$ cat src/rtl/mem_port_arbiter_pkg.sv
// mem_arb_pkg: shared types and constants for the I/D memory port arbiter
// Contents: state_e (IDLE, ACCESS), owner_e (OWN_I, OWN_D), CNT_W latency/streak counter width.
package mem_arb_pkg;
   localparam int CNT_W = 4;
   typedef enum logic {IDLE = 1'b0, ACCESS = 1'b1} state_e;
   typedef enum logic {OWN_I = 1'b0, OWN_D = 1'b1} owner_e;
endpackage

$ cat src/rtl/mem_port_arbiter_if.sv
// mem_port_arbiter_if: fetch/data request handshakes plus the unified memory port
// master: requester/memory side (drives requests and mem_rdata); slave: the arbiter.
// With MEM_ARB_PERF_EN defined, the perf_*_cnt counters are carried as well.
interface mem_port_arbiter_if;
   logic        i_req;
   logic [31:0] i_addr;
   logic        i_gnt;
   logic        i_rvalid;
   logic [31:0] i_rdata;
   logic        d_req;
   logic        d_wen;
   logic [31:0] d_addr;
   logic [31:0] d_wdata;
   logic        d_gnt;
   logic        d_rvalid;
   logic [31:0] d_rdata;
   logic        mem_wen;
   logic [31:0] mem_addr;
   logic [31:0] mem_wdata;
   logic [31:0] mem_rdata;
`ifdef MEM_ARB_PERF_EN
   logic [31:0] perf_i_cnt;
   logic [31:0] perf_d_cnt;
   logic [31:0] perf_conflict_cnt;
`endif
   modport master (
      output i_req, i_addr, d_req, d_wen, d_addr, d_wdata, mem_rdata,
      input  i_gnt, i_rvalid, i_rdata, d_gnt, d_rvalid, d_rdata, mem_wen, mem_addr, mem_wdata
`ifdef MEM_ARB_PERF_EN
      , input perf_i_cnt, perf_d_cnt, perf_conflict_cnt
`endif
   );
   modport slave (
      input  i_req, i_addr, d_req, d_wen, d_addr, d_wdata, mem_rdata,
      output i_gnt, i_rvalid, i_rdata, d_gnt, d_rvalid, d_rdata, mem_wen, mem_addr, mem_wdata
`ifdef MEM_ARB_PERF_EN
      , output perf_i_cnt, perf_d_cnt, perf_conflict_cnt
`endif
   );
endinterface

$ cat src/rtl/mem_port_arbiter_prio.sv
// mem_arb_prio: D-priority winner select with a bounded D streak so I cannot starve
// Ports: clk, rst (sync, active-high); i_req, d_req requests; grant_en high when a grant
// may be issued this cycle; win_i, win_d one-hot winner (both 0 when no request).
module mem_arb_prio
   import mem_arb_pkg::*;
#(
   parameter int MAX_D_STREAK = 4
) (
   input  logic clk,
   input  logic rst,
   input  logic i_req,
   input  logic d_req,
   input  logic grant_en,
   output logic win_i,
   output logic win_d
);
   localparam logic [CNT_W-1:0] LIMIT = CNT_W'(MAX_D_STREAK);
   logic [CNT_W-1:0] streak_q, streak_d;
   // A D win with i_req pending only happens below LIMIT, so the increment never overflows.
   always_comb begin
      win_d    = d_req & ~(i_req & (streak_q == LIMIT));
      win_i    = i_req & ~win_d;
      streak_d = ~(grant_en & (i_req | d_req)) ? streak_q :
                 (win_d & i_req) ? streak_q + CNT_W'(1) : '0;
   end
   always_ff @(posedge clk) begin
      if (rst) streak_q <= '0;
      else     streak_q <= streak_d;
   end
endmodule

$ cat src/rtl/mem_port_arbiter.sv
// mem_port_arbiter: shares one fixed-latency memory port between fetch (I) and load/store (D)
// Ports: clk (rising edge), rst (sync, active-high), bus (mem_port_arbiter_if.slave) holding
// the I/D request/grant/rvalid handshakes and the memory port. Parameters: MEM_LAT (1..15)
// read latency, MAX_D_STREAK (1..15) D grants allowed while I waits.
// Optional: define MEM_ARB_PERF_EN to add perf_i_cnt/perf_d_cnt/perf_conflict_cnt on bus.
module mem_port_arbiter
   import mem_arb_pkg::*;
#(
   parameter int MEM_LAT      = 1,
   parameter int MAX_D_STREAK = 4
) (
   input logic               clk,
   input logic               rst,
   mem_port_arbiter_if.slave bus
);
   localparam logic [0:0] S_IDLE = IDLE;
   localparam logic [0:0] S_ACC  = ACCESS;
   logic [0:0]       state_q, state_d;
   logic [CNT_W-1:0] cnt_q, cnt_d;
   owner_e           own_q, own_d;
   logic [31:0]      addr_q, addr_d, wdata_q, wdata_d;
   logic [31:0]      i_rdata_q, i_rdata_d, d_rdata_q, d_rdata_d;
   logic             wen_q, wen_d, st_q, st_d;
   logic             i_rv_q, i_rv_d, d_rv_q, d_rv_d;
   logic             idle, win_i, win_d, i_gnt, d_gnt, done;
   // No grant while rst is asserted: the accepting edge would be discarded by the reset.
   assign idle  = (state_q == S_IDLE) & ~rst;
   assign i_gnt = idle & win_i;
   assign d_gnt = idle & win_d;
   assign done  = (state_q == S_ACC) & (cnt_q == '0);
   mem_arb_prio #(.MAX_D_STREAK(MAX_D_STREAK)) u_prio (
      .clk      (clk),
      .rst      (rst),
      .i_req    (bus.i_req),
      .d_req    (bus.d_req),
      .grant_en (idle),
      .win_i    (win_i),
      .win_d    (win_d)
   );
   always_comb begin
      state_d   = state_q;
      cnt_d     = cnt_q;
      own_d     = own_q;
      addr_d    = addr_q;
      wdata_d   = wdata_q;
      st_d      = st_q;
      wen_d     = 1'b0;
      i_rv_d    = done & (own_q == OWN_I);
      d_rv_d    = done & (own_q == OWN_D);
      i_rdata_d = i_rv_d ? bus.mem_rdata : i_rdata_q;
      d_rdata_d = d_rv_d ? (st_q ? '0 : bus.mem_rdata) : d_rdata_q;
      if (i_gnt | d_gnt) begin
         state_d = S_ACC;
         cnt_d   = CNT_W'(MEM_LAT - 1);
         own_d   = d_gnt ? OWN_D : OWN_I;
         addr_d  = d_gnt ? bus.d_addr : bus.i_addr;
         wdata_d = d_gnt ? bus.d_wdata : wdata_q;
         st_d    = d_gnt & bus.d_wen;
         wen_d   = d_gnt & bus.d_wen;
      end else if (state_q == S_ACC) begin
         state_d = done ? S_IDLE : S_ACC;
         cnt_d   = done ? cnt_q : cnt_q - CNT_W'(1);
      end
   end
   always_ff @(posedge clk) begin
      if (rst) begin
         state_q   <= S_IDLE;
         cnt_q     <= '0;
         own_q     <= OWN_I;
         addr_q    <= '0;
         wdata_q   <= '0;
         st_q      <= 1'b0;
         wen_q     <= 1'b0;
         i_rv_q    <= 1'b0;
         d_rv_q    <= 1'b0;
         i_rdata_q <= '0;
         d_rdata_q <= '0;
      end else begin
         state_q   <= state_d;
         cnt_q     <= cnt_d;
         own_q     <= own_d;
         addr_q    <= addr_d;
         wdata_q   <= wdata_d;
         st_q      <= st_d;
         wen_q     <= wen_d;
         i_rv_q    <= i_rv_d;
         d_rv_q    <= d_rv_d;
         i_rdata_q <= i_rdata_d;
         d_rdata_q <= d_rdata_d;
      end
   end
   assign bus.i_gnt     = i_gnt;
   assign bus.d_gnt     = d_gnt;
   assign bus.i_rvalid  = i_rv_q;
   assign bus.d_rvalid  = d_rv_q;
   assign bus.i_rdata   = i_rdata_q;
   assign bus.d_rdata   = d_rdata_q;
   // wen_q is only ever set at a store grant, so it marks the first ACCESS cycle of a store.
   assign bus.mem_wen   = wen_q;
   assign bus.mem_addr  = addr_q;
   assign bus.mem_wdata = wdata_q;
`ifdef MEM_ARB_PERF_EN
   logic [31:0] perf_i_q, perf_d_q, perf_c_q;
   always_ff @(posedge clk) begin
      if (rst) begin
         perf_i_q <= '0;
         perf_d_q <= '0;
         perf_c_q <= '0;
      end else begin
         perf_i_q <= perf_i_q + 32'(i_gnt);
         perf_d_q <= perf_d_q + 32'(d_gnt);
         perf_c_q <= perf_c_q + 32'(idle & bus.i_req & bus.d_req);
      end
   end
   assign bus.perf_i_cnt        = perf_i_q;
   assign bus.perf_d_cnt        = perf_d_q;
   assign bus.perf_conflict_cnt = perf_c_q;
`endif
endmodule

$ cat src/flat_wrapper.sv
// flat-port wrapper written by rule: the top's interface ports become plain ports
module mem_port_arbiter_flat import mem_arb_pkg::*;
#(
   parameter int MEM_LAT      = 1,
   parameter int MAX_D_STREAK = 4
)
  (clk, rst, bus_i_req, bus_i_addr, bus_d_req, bus_d_wen, bus_d_addr, bus_d_wdata, bus_mem_rdata, bus_i_gnt, bus_i_rvalid, bus_i_rdata, bus_d_gnt, bus_d_rvalid, bus_d_rdata, bus_mem_wen, bus_mem_addr, bus_mem_wdata);
  mem_port_arbiter_if bus_i ();
  input logic clk;
  input logic rst;
  input wire logic [$bits(bus_i.i_req)-1:0] bus_i_req;
  input wire logic [$bits(bus_i.i_addr)-1:0] bus_i_addr;
  input wire logic [$bits(bus_i.d_req)-1:0] bus_d_req;
  input wire logic [$bits(bus_i.d_wen)-1:0] bus_d_wen;
  input wire logic [$bits(bus_i.d_addr)-1:0] bus_d_addr;
  input wire logic [$bits(bus_i.d_wdata)-1:0] bus_d_wdata;
  input wire logic [$bits(bus_i.mem_rdata)-1:0] bus_mem_rdata;
  output wire logic [$bits(bus_i.i_gnt)-1:0] bus_i_gnt;
  output wire logic [$bits(bus_i.i_rvalid)-1:0] bus_i_rvalid;
  output wire logic [$bits(bus_i.i_rdata)-1:0] bus_i_rdata;
  output wire logic [$bits(bus_i.d_gnt)-1:0] bus_d_gnt;
  output wire logic [$bits(bus_i.d_rvalid)-1:0] bus_d_rvalid;
  output wire logic [$bits(bus_i.d_rdata)-1:0] bus_d_rdata;
  output wire logic [$bits(bus_i.mem_wen)-1:0] bus_mem_wen;
  output wire logic [$bits(bus_i.mem_addr)-1:0] bus_mem_addr;
  output wire logic [$bits(bus_i.mem_wdata)-1:0] bus_mem_wdata;
  assign bus_i.i_req = bus_i_req;
  assign bus_i.i_addr = bus_i_addr;
  assign bus_i.d_req = bus_d_req;
  assign bus_i.d_wen = bus_d_wen;
  assign bus_i.d_addr = bus_d_addr;
  assign bus_i.d_wdata = bus_d_wdata;
  assign bus_i.mem_rdata = bus_mem_rdata;
  assign bus_i_gnt = bus_i.i_gnt;
  assign bus_i_rvalid = bus_i.i_rvalid;
  assign bus_i_rdata = bus_i.i_rdata;
  assign bus_d_gnt = bus_i.d_gnt;
  assign bus_d_rvalid = bus_i.d_rvalid;
  assign bus_d_rdata = bus_i.d_rdata;
  assign bus_mem_wen = bus_i.mem_wen;
  assign bus_mem_addr = bus_i.mem_addr;
  assign bus_mem_wdata = bus_i.mem_wdata;
  mem_port_arbiter #(.MEM_LAT(MEM_LAT), .MAX_D_STREAK(MAX_D_STREAK)) u_core (.clk(clk), .rst(rst), .bus(bus_i));
endmodule
$ cat config.mk
export PLATFORM = sky130hd
export DESIGN_NAME = mem_port_arbiter_flat
export DESIGN_NICKNAME = d
export VERILOG_FILES = /design/src/rtl/mem_port_arbiter_pkg.sv /design/src/rtl/mem_port_arbiter_if.sv /design/src/rtl/mem_port_arbiter_prio.sv /design/src/rtl/mem_port_arbiter.sv /design/src/flat_wrapper.sv
export SDC_FILE = /design/constraint.sdc
export NUM_CORES = 1
export LEC_CHECK = 0
export BUFFER_PORTS_ARGS = -buffer_cell sky130_fd_sc_hd__clkbuf_2
export CAP_MARGIN = 10
export CORE_ASPECT_RATIO = 2
export CORE_UTILIZATION = 45
export CTS_CLUSTER_SIZE = 14
export DETAILED_ROUTE_END_ITERATION = 6
export HOLD_SLACK_MARGIN = 0.03
export PLACE_DENSITY = 0.89
export SLEW_MARGIN = 10
export SYNTH_ARGS = -nofsm -noshare
export SYNTH_HDL_FRONTEND = slang
export SYNTH_HIERARCHICAL = 1
export SYNTH_SLANG_ARGS = --single-unit
$ cat constraint.sdc
create_clock -name clk -period 2.2 [get_ports clk]
set_input_delay 0.44 -clock clk [delete_from_list [all_inputs] [get_ports clk]]
set_output_delay 0.44 -clock clk [all_outputs]
set_load 0.02 [all_outputs]
# Word-level counts from Yosys, hierarchy flattened
# Index checks and enable logic that the tools add are counted.
word_totals:
  regBits: 142
  memories: 0
  in_bits: 133
  output_inout_bits: 133
  ram_bits: 0
  elab_cells: 48
  latchBits: 0
  mem_bits_ro: 0
op_classes:
  n_eq_ne: 1
  addsub: 2
  bitwise_logic: 21
  mux: 7
  magnitude_cmp: 0
  shifts: 0
  mul: 0
  n_reduce_logical: 5
  div: 0
op_table:
  columns: ["op", "n"]
  rows:
  - ["$mux W32", 2]
  - ["$and A1 B1 Y1", 12]
  - ["$not A1 Y1", 7]
  - ["$add A4 B1 Y4 const B", 1]
  - ["$eq A4 B3 Y1 const B", 1]
  - ["$logic_not A4 Y1", 1]
  - ["$mux W1", 4]
  - ["$mux W4", 1]
  - ["$reduce_and A2 Y1", 2]
  - ["$reduce_or A2 Y1", 2]
  - ["$sub A4 B1 Y4 const B", 1]
  - ["$or A1 B1 Y1", 2]

# Depth between registers and ports, before layout
depth:
  depth_word: 10
  mapped_depth: 10
  mapped_depth_nobuf: 8

# Hierarchy
# The synthesis kept the hierarchy.
modules_own_cells:
  columns: ["module", "instances", "seq_area_each_um2", "area_each_um2", "cells_per_inst"]
  rows:
  - ["mem_port_arbiter", 1, 2762.6, 5626.6, 621]
  - ["mem_arb_prio", 1, 80.1, 229.0, 25]

# Least setup slack after synthesis
# Ideal clock, no wire load.
synth_timing:
  path_kind: "reg2out"
  startpoint: "register u_core.u_prio.streak_q[0]"
  endpoint: "output bus_d_gnt"
  setup_slack_ns: 0.282
  stages_incl_launch_ff: 9
  t_arrival_ns: 1.478
  path_buffers: 3
  required_ns: 1.760
  path_cell_list: "dfxtp_1 -> inv_1 -> ha_1 -> nand3b_1 -> o21a_1 -> nor3b_2 -> buf_4 -> buf_6 -> buf_4"
synth_via:
  elab_chain_len: 5
synth_lines:
  columns: ["element", "line", "source"]
  rows:
  - ["start: declaration", "mem_port_arbiter_prio.sv:18", "logic [CNT_W-1:0] streak_q, streak_d;"]
  - ["start signal: assignment", "mem_port_arbiter_prio.sv:28", "else streak_q <= streak_d;"]
  - ["$eq A4 B3 Y1", "mem_port_arbiter_prio.sv:21", "win_d = d_req & ~(i_req & (streak_q == LIMIT));"]
  - ["$and A1 B1 Y1", "mem_port_arbiter_prio.sv:21", null]
  - ["$not A1 Y1", "mem_port_arbiter_prio.sv:21", null]
  - ["$and A1 B1 Y1", "mem_port_arbiter_prio.sv:21", null]
  - ["net u_core.win_d", "mem_port_arbiter.sv:25", "logic idle, win_i, win_d, i_gnt, d_gnt, done;"]
  - ["$and A1 B1 Y1", "mem_port_arbiter.sv:29", "assign d_gnt = idle & win_d;"]
  - ["end: declaration", "flat_wrapper.sv:21", "output wire logic [$bits(bus_i.d_gnt)-1:0] bus_d_gnt;"]
# The timed path passes the listed nets, and every way through them passes these cells.

# Worst setup path in the final report
layout_timing:
  startpoint: "register u_core.u_prio.streak_q[0]"
  endpoint: "output bus_i_gnt"
layout_via:
  elab_chain_len: 7
layout_lines:
  columns: ["element", "line", "source"]
  rows:
  - ["$eq A4 B3 Y1", "mem_port_arbiter_prio.sv:21", null]
  - ["$and A1 B1 Y1", "mem_port_arbiter_prio.sv:21", null]
  - ["$not A1 Y1", "mem_port_arbiter_prio.sv:21", null]
  - ["$and A1 B1 Y1", "mem_port_arbiter_prio.sv:21", null]
  - ["net u_core.win_d", "mem_port_arbiter.sv:25", null]
  - ["$not A1 Y1", "mem_port_arbiter_prio.sv:22", "win_i = i_req & ~win_d;"]
  - ["$and A1 B1 Y1", "mem_port_arbiter_prio.sv:22", null]
  - ["net u_core.win_i", "mem_port_arbiter.sv:25", null]
  - ["$and A1 B1 Y1", "mem_port_arbiter.sv:28", "assign i_gnt = idle & win_i;"]
  - ["end: declaration", "flat_wrapper.sv:18", "output wire logic [$bits(bus_i.i_gnt)-1:0] bus_i_gnt;"]
# The timed path passes the listed nets, and every way through them passes these cells.

==> impl_summary.md <==
GRT
In the global route stage, met1 resource usage came out at 0.221. The initial antenna violation count was 0. The first global-routing pass estimated 24300 microns of wire. The pin count of the biggest net entering global routing is 68. The total global-route track usage is 0.235. For this run, global-route usage on met3 was measured as 0.0503.

After global routing the overflow that remains totals 0. The via count of the first global-routing pass is 5325. The met2 routing resource usage after global routing is 0.440.

The most congested layer reported by global routing is met2.

STA
Adding up every negative setup slack in the final design gives 0 ps. At the pin with the least slew margin, the transition time is 658 ps. After layout, the worst setup slack is 8.07 ps. In the finished design, the share of the clock period the worst path needs comes to 0.996.

In this run the tightest slew margin relative to its limit is 0.561. The upper clock frequency limit is 456 MHz. Setup repair after global routing could not meet its margin everywhere. The number of pins with negative max-slew slack in the final report is 0. The number of setup violations in the final report is 0.

Counting I/O delays and the setup requirement, the final critical path takes 2190 ps. The number of hold-slack violations in the final timing report came to 0. Across the routed clock network, the largest skew measured is 12.0 ps.

Floorplan
The width of the chip is 82.7 microns. The full die area is 13500 sq um. The total core area is 12600 sq um. Row generation in the floorplan step produced 58 rows. From bottom edge to top edge, the die measures 163 microns.

The starting utilization of the core area is 0.464. 266 I/O pins were placed.

Power
Power spread over the standard cell area amounts to 844 nW/um^2. Summed over all nets, the switching power comes to 1.83 mW. Summing internal, switching and leakage power gives 6.81 mW. The portion of total power attributed to combinational logic is 0.143. Of the total power, the clock network draws 0.446. The standby leakage power is 3.50 nW. Cell internal power was estimated by the tool at 4.98 mW. Of the total power, registers draw 0.411. VDD sags by at most 0.729 mV. The switching part of the total is 0.268.

Job
The max-cap check violation count is 0.

Logic synthesis
A synthesized cell averages 9.06 sq um. The share of the yosys chip area belonging to registers is 0.485. The fraction of registers with async set or reset after synthesis is 0. The number of different library cells used by synthesis comes to 38. The count of yosys warnings during synthesis is 6. The synthesized net count is 782. Counting flops and latches in the post-synthesis netlist gives 142.

In the synthesized netlist, the number of instances is 646. After synthesis the cells add up to 5860 sq um. The synthesized design contains 0 enable-type register cells. The most used flip-flop cell after synthesis is dfxtp_1.

Finish
The net count of the finished layout is 1034. The finished layout holds 1061 standard cells, fillers aside. The fraction of layout cells with a size suffix above 1 is 0.375. The layout filler cell count is 1065. The diode insertion count for antenna repair is 0. The area added between synthesis and finish is 37.8%.

Detailed routing
The routed wire length per instance is 15.4 microns. After detailed routing, the number of vias per cell comes to 5.36. The number of design rule violations left after detail routing is 0. The detail route stage leaves a number of antenna-violating nets equal to 0. The number of DRC violations after detailed-routing iteration 0 is 205. The number of search-and-repair iterations in the first detailed-routing pass is 5.

The total detailed-routing wirelength is 16400 microns. The routed layout has 5682 vias.

Setup path
The largest fanout on the critical path is 4. The critical path is of the reg2out type. For the worst flop-to-flop path, the logic depth is 10. The slowest stage cell on the critical path is dfxtp_2. The number of cells on the critical path is 7. The type of origin of the critical path is a register. Data on the critical path arrives at its endpoint at 1750 ps. The number of buffers and inverters on the critical path is 2. For this run, the slowest stage of the critical path takes 330 ps. The category of the worst setup path capture point is an output pin.

The required time reported for the critical path endpoint is 1760 ps. Among cell families on the critical path, the largest total delay comes from simple AND/OR/NAND/NOR gates. Walking the worst path, the cells encountered are inv_2 > ha_4 > nand3b_1 > o21a_2 > nor2_4 > and2_4 > buf_4.

Clocking
The clock-pin slew reported for the worst setup and hold paths after clock tree synthesis is 70 ps. The clock tree root buffer cell is clkbuf_16. The insertion delay to the later sink of the worst-skew pair is 410 ps. The TritonCTS sink count is 142. The longest clock path from root to sink contains 2 buffers.

The CTS tree is done. TritonCTS created 17 clock buffers. The H-tree was split into 4 levels. Buffers inserted to repair hold after CTS numbered 0.

Placed design
The setup slack at placement is 177 ps. The final RePlAce weighted congestion is 0.852. The number of placed cells counting well taps is 1014. Summed over all nets, the half-perimeter wirelength after detailed placement is 11000 microns. The number of port buffers is 265.

Outcome
The run finished with clean final reports.

Worst hold path
The worst hold path cell count is 3. The path type of the worst min-delay path is in2reg.
==> registers in the layout, summed over array words and instances (netlist names), 4 cells and up <==
name / cells
u_core/bus.d_rdata: 32
u_core/bus.i_rdata: 32
u_core/bus.mem_addr: 32
u_core/bus.mem_wdata: 32
u_core/cnt_q: 4
u_core/u_prio/streak_q: 4
==> repair_timing <==
item                       CTS  global route
cloned                       1             0
resized for setup            9             6
setup endpoints to repair    2            18
pin swaps                    2             2
buffers inserted             8             6
==> final timing paths <==
| kind | end | slack, ps | start |
|---|---|---|---|
| hold reg to reg | u_core/st_q | 470 | u_core/st_q |
| setup reg to reg | u_core/bus.mem_addr[22] | 110 | u_core/u_prio/streak_q[0] |
| setup / recovery | bus_i_gnt | 8 | u_core/u_prio/streak_q[0] |
| hold / removal | u_core/bus.mem_wdata[12] | 220 | bus_d_wdata[12] |
==> synth_stat cells, types with 2 or more instances <==
cell      count  area share
dfxtp_1     142        0.49
o21ai_0      91       0.078
a21oi_1      69       0.059
mux2i_1      66        0.11
nand2b_1     64       0.068
clkbuf_1     39       0.025
nand2_1      36       0.023
nand3_1      34       0.029
nand4_1      32       0.034
buf_4        11       0.014
inv_1         8      0.0051
buf_2         7      0.0060
o21ai_1       7      0.0060
nor2_1        5      0.0032
nor3_1        5      0.0043
buf_6         3      0.0058
ha_1          3      0.0064
a21o_1        2      0.0026
and2_1        2      0.0021
o21bai_1      2      0.0026
==> cells by family after synthesis <==
group | after synthesis | share of synthesized area
XOR/XNOR | 2 | 0.00299
AND/OR/NAND/NOR | 187 | 0.179
AO/OA/AOI/OAI | 177 | 0.157
multiplexers | 66 | 0.113
flip-flops | 142 | 0.485
buffers and inverters | 69 | 0.0566
adder cells (fa/ha/maj) | 3 | 0.00641
==> cell type report <==
cell class,instances,area [sq um],area share
timing repair buffer,294,1650,0.205
tap,150,188,0.0233
inverter,8,30.0,0.00372
clock inverter,13,176,0.0219
sequential,142,2850,0.353
clock buffer,19,453,0.0562
multi-input combinational,435,2720,0.338
==> through the flow <==
stage          hold WS, ps   util  area [sq um]
6_report               219  0.639          8070
5_1_grt                217  0.639          8070
3_5_place_dp           462  0.575          7260
3_3_place_gp           457  0.575          7260
2_1_floorplan          469      -          5860
4_1_cts                206  0.634          8000
==> power by group through the flow <==
stage	registers, mW	logic (mW)	clock network, mW
2_1_floorplan	3.02	0.390	0
3_3_place_gp	2.85	0.910	0
3_5_place_dp	2.85	0.926	0
4_1_cts	2.80	0.958	3.09
5_1_grt	2.81	1.05	3.20
6_report	2.80	0.976	3.04
==> worst register-to-register path, stage by stage (launching register included) <==
cell,delay (ps)
dfxtp_2,340
inv_2,60
ha_4,140
nand3b_1,110
o21a_2,180
nor3b_4,250
buf_12,150
buf_4,180
buf_12,200
mux2i_1,240
mux2i_1,110
==> cell usage in the layout (no fill, tap or decap), types with 2 or more instances in the layout <==
master / count
o21bai_1: 2
mux2i_1: 66
nand2_1: 36
o21ai_0: 91
clkinvlp_4: 3
ha_1: 2
clkbuf_8: 2
dfxtp_1: 139
clkbuf_2: 262
nand2b_1: 64
buf_12: 5
a21oi_1: 69
nand3_1: 34
dfxtp_2: 3
nor3_1: 5
a21o_1: 2
nand4_1: 32
bufinv_16: 3
o21ai_1: 7
inv_6: 5
inv_1: 5
inv_2: 2
buf_4: 24
clkbuf_16: 17
nor2_1: 4
==> metal layers <==
metal / part of all wire / up-vias
met2: 0.55 / 218
met5: 0 / -
met3: 0.048 / 51
met1: 0.35 / 2637
met4: 0.047 / 0
li1: - / 2776
(Power assumes the default switching activity.)
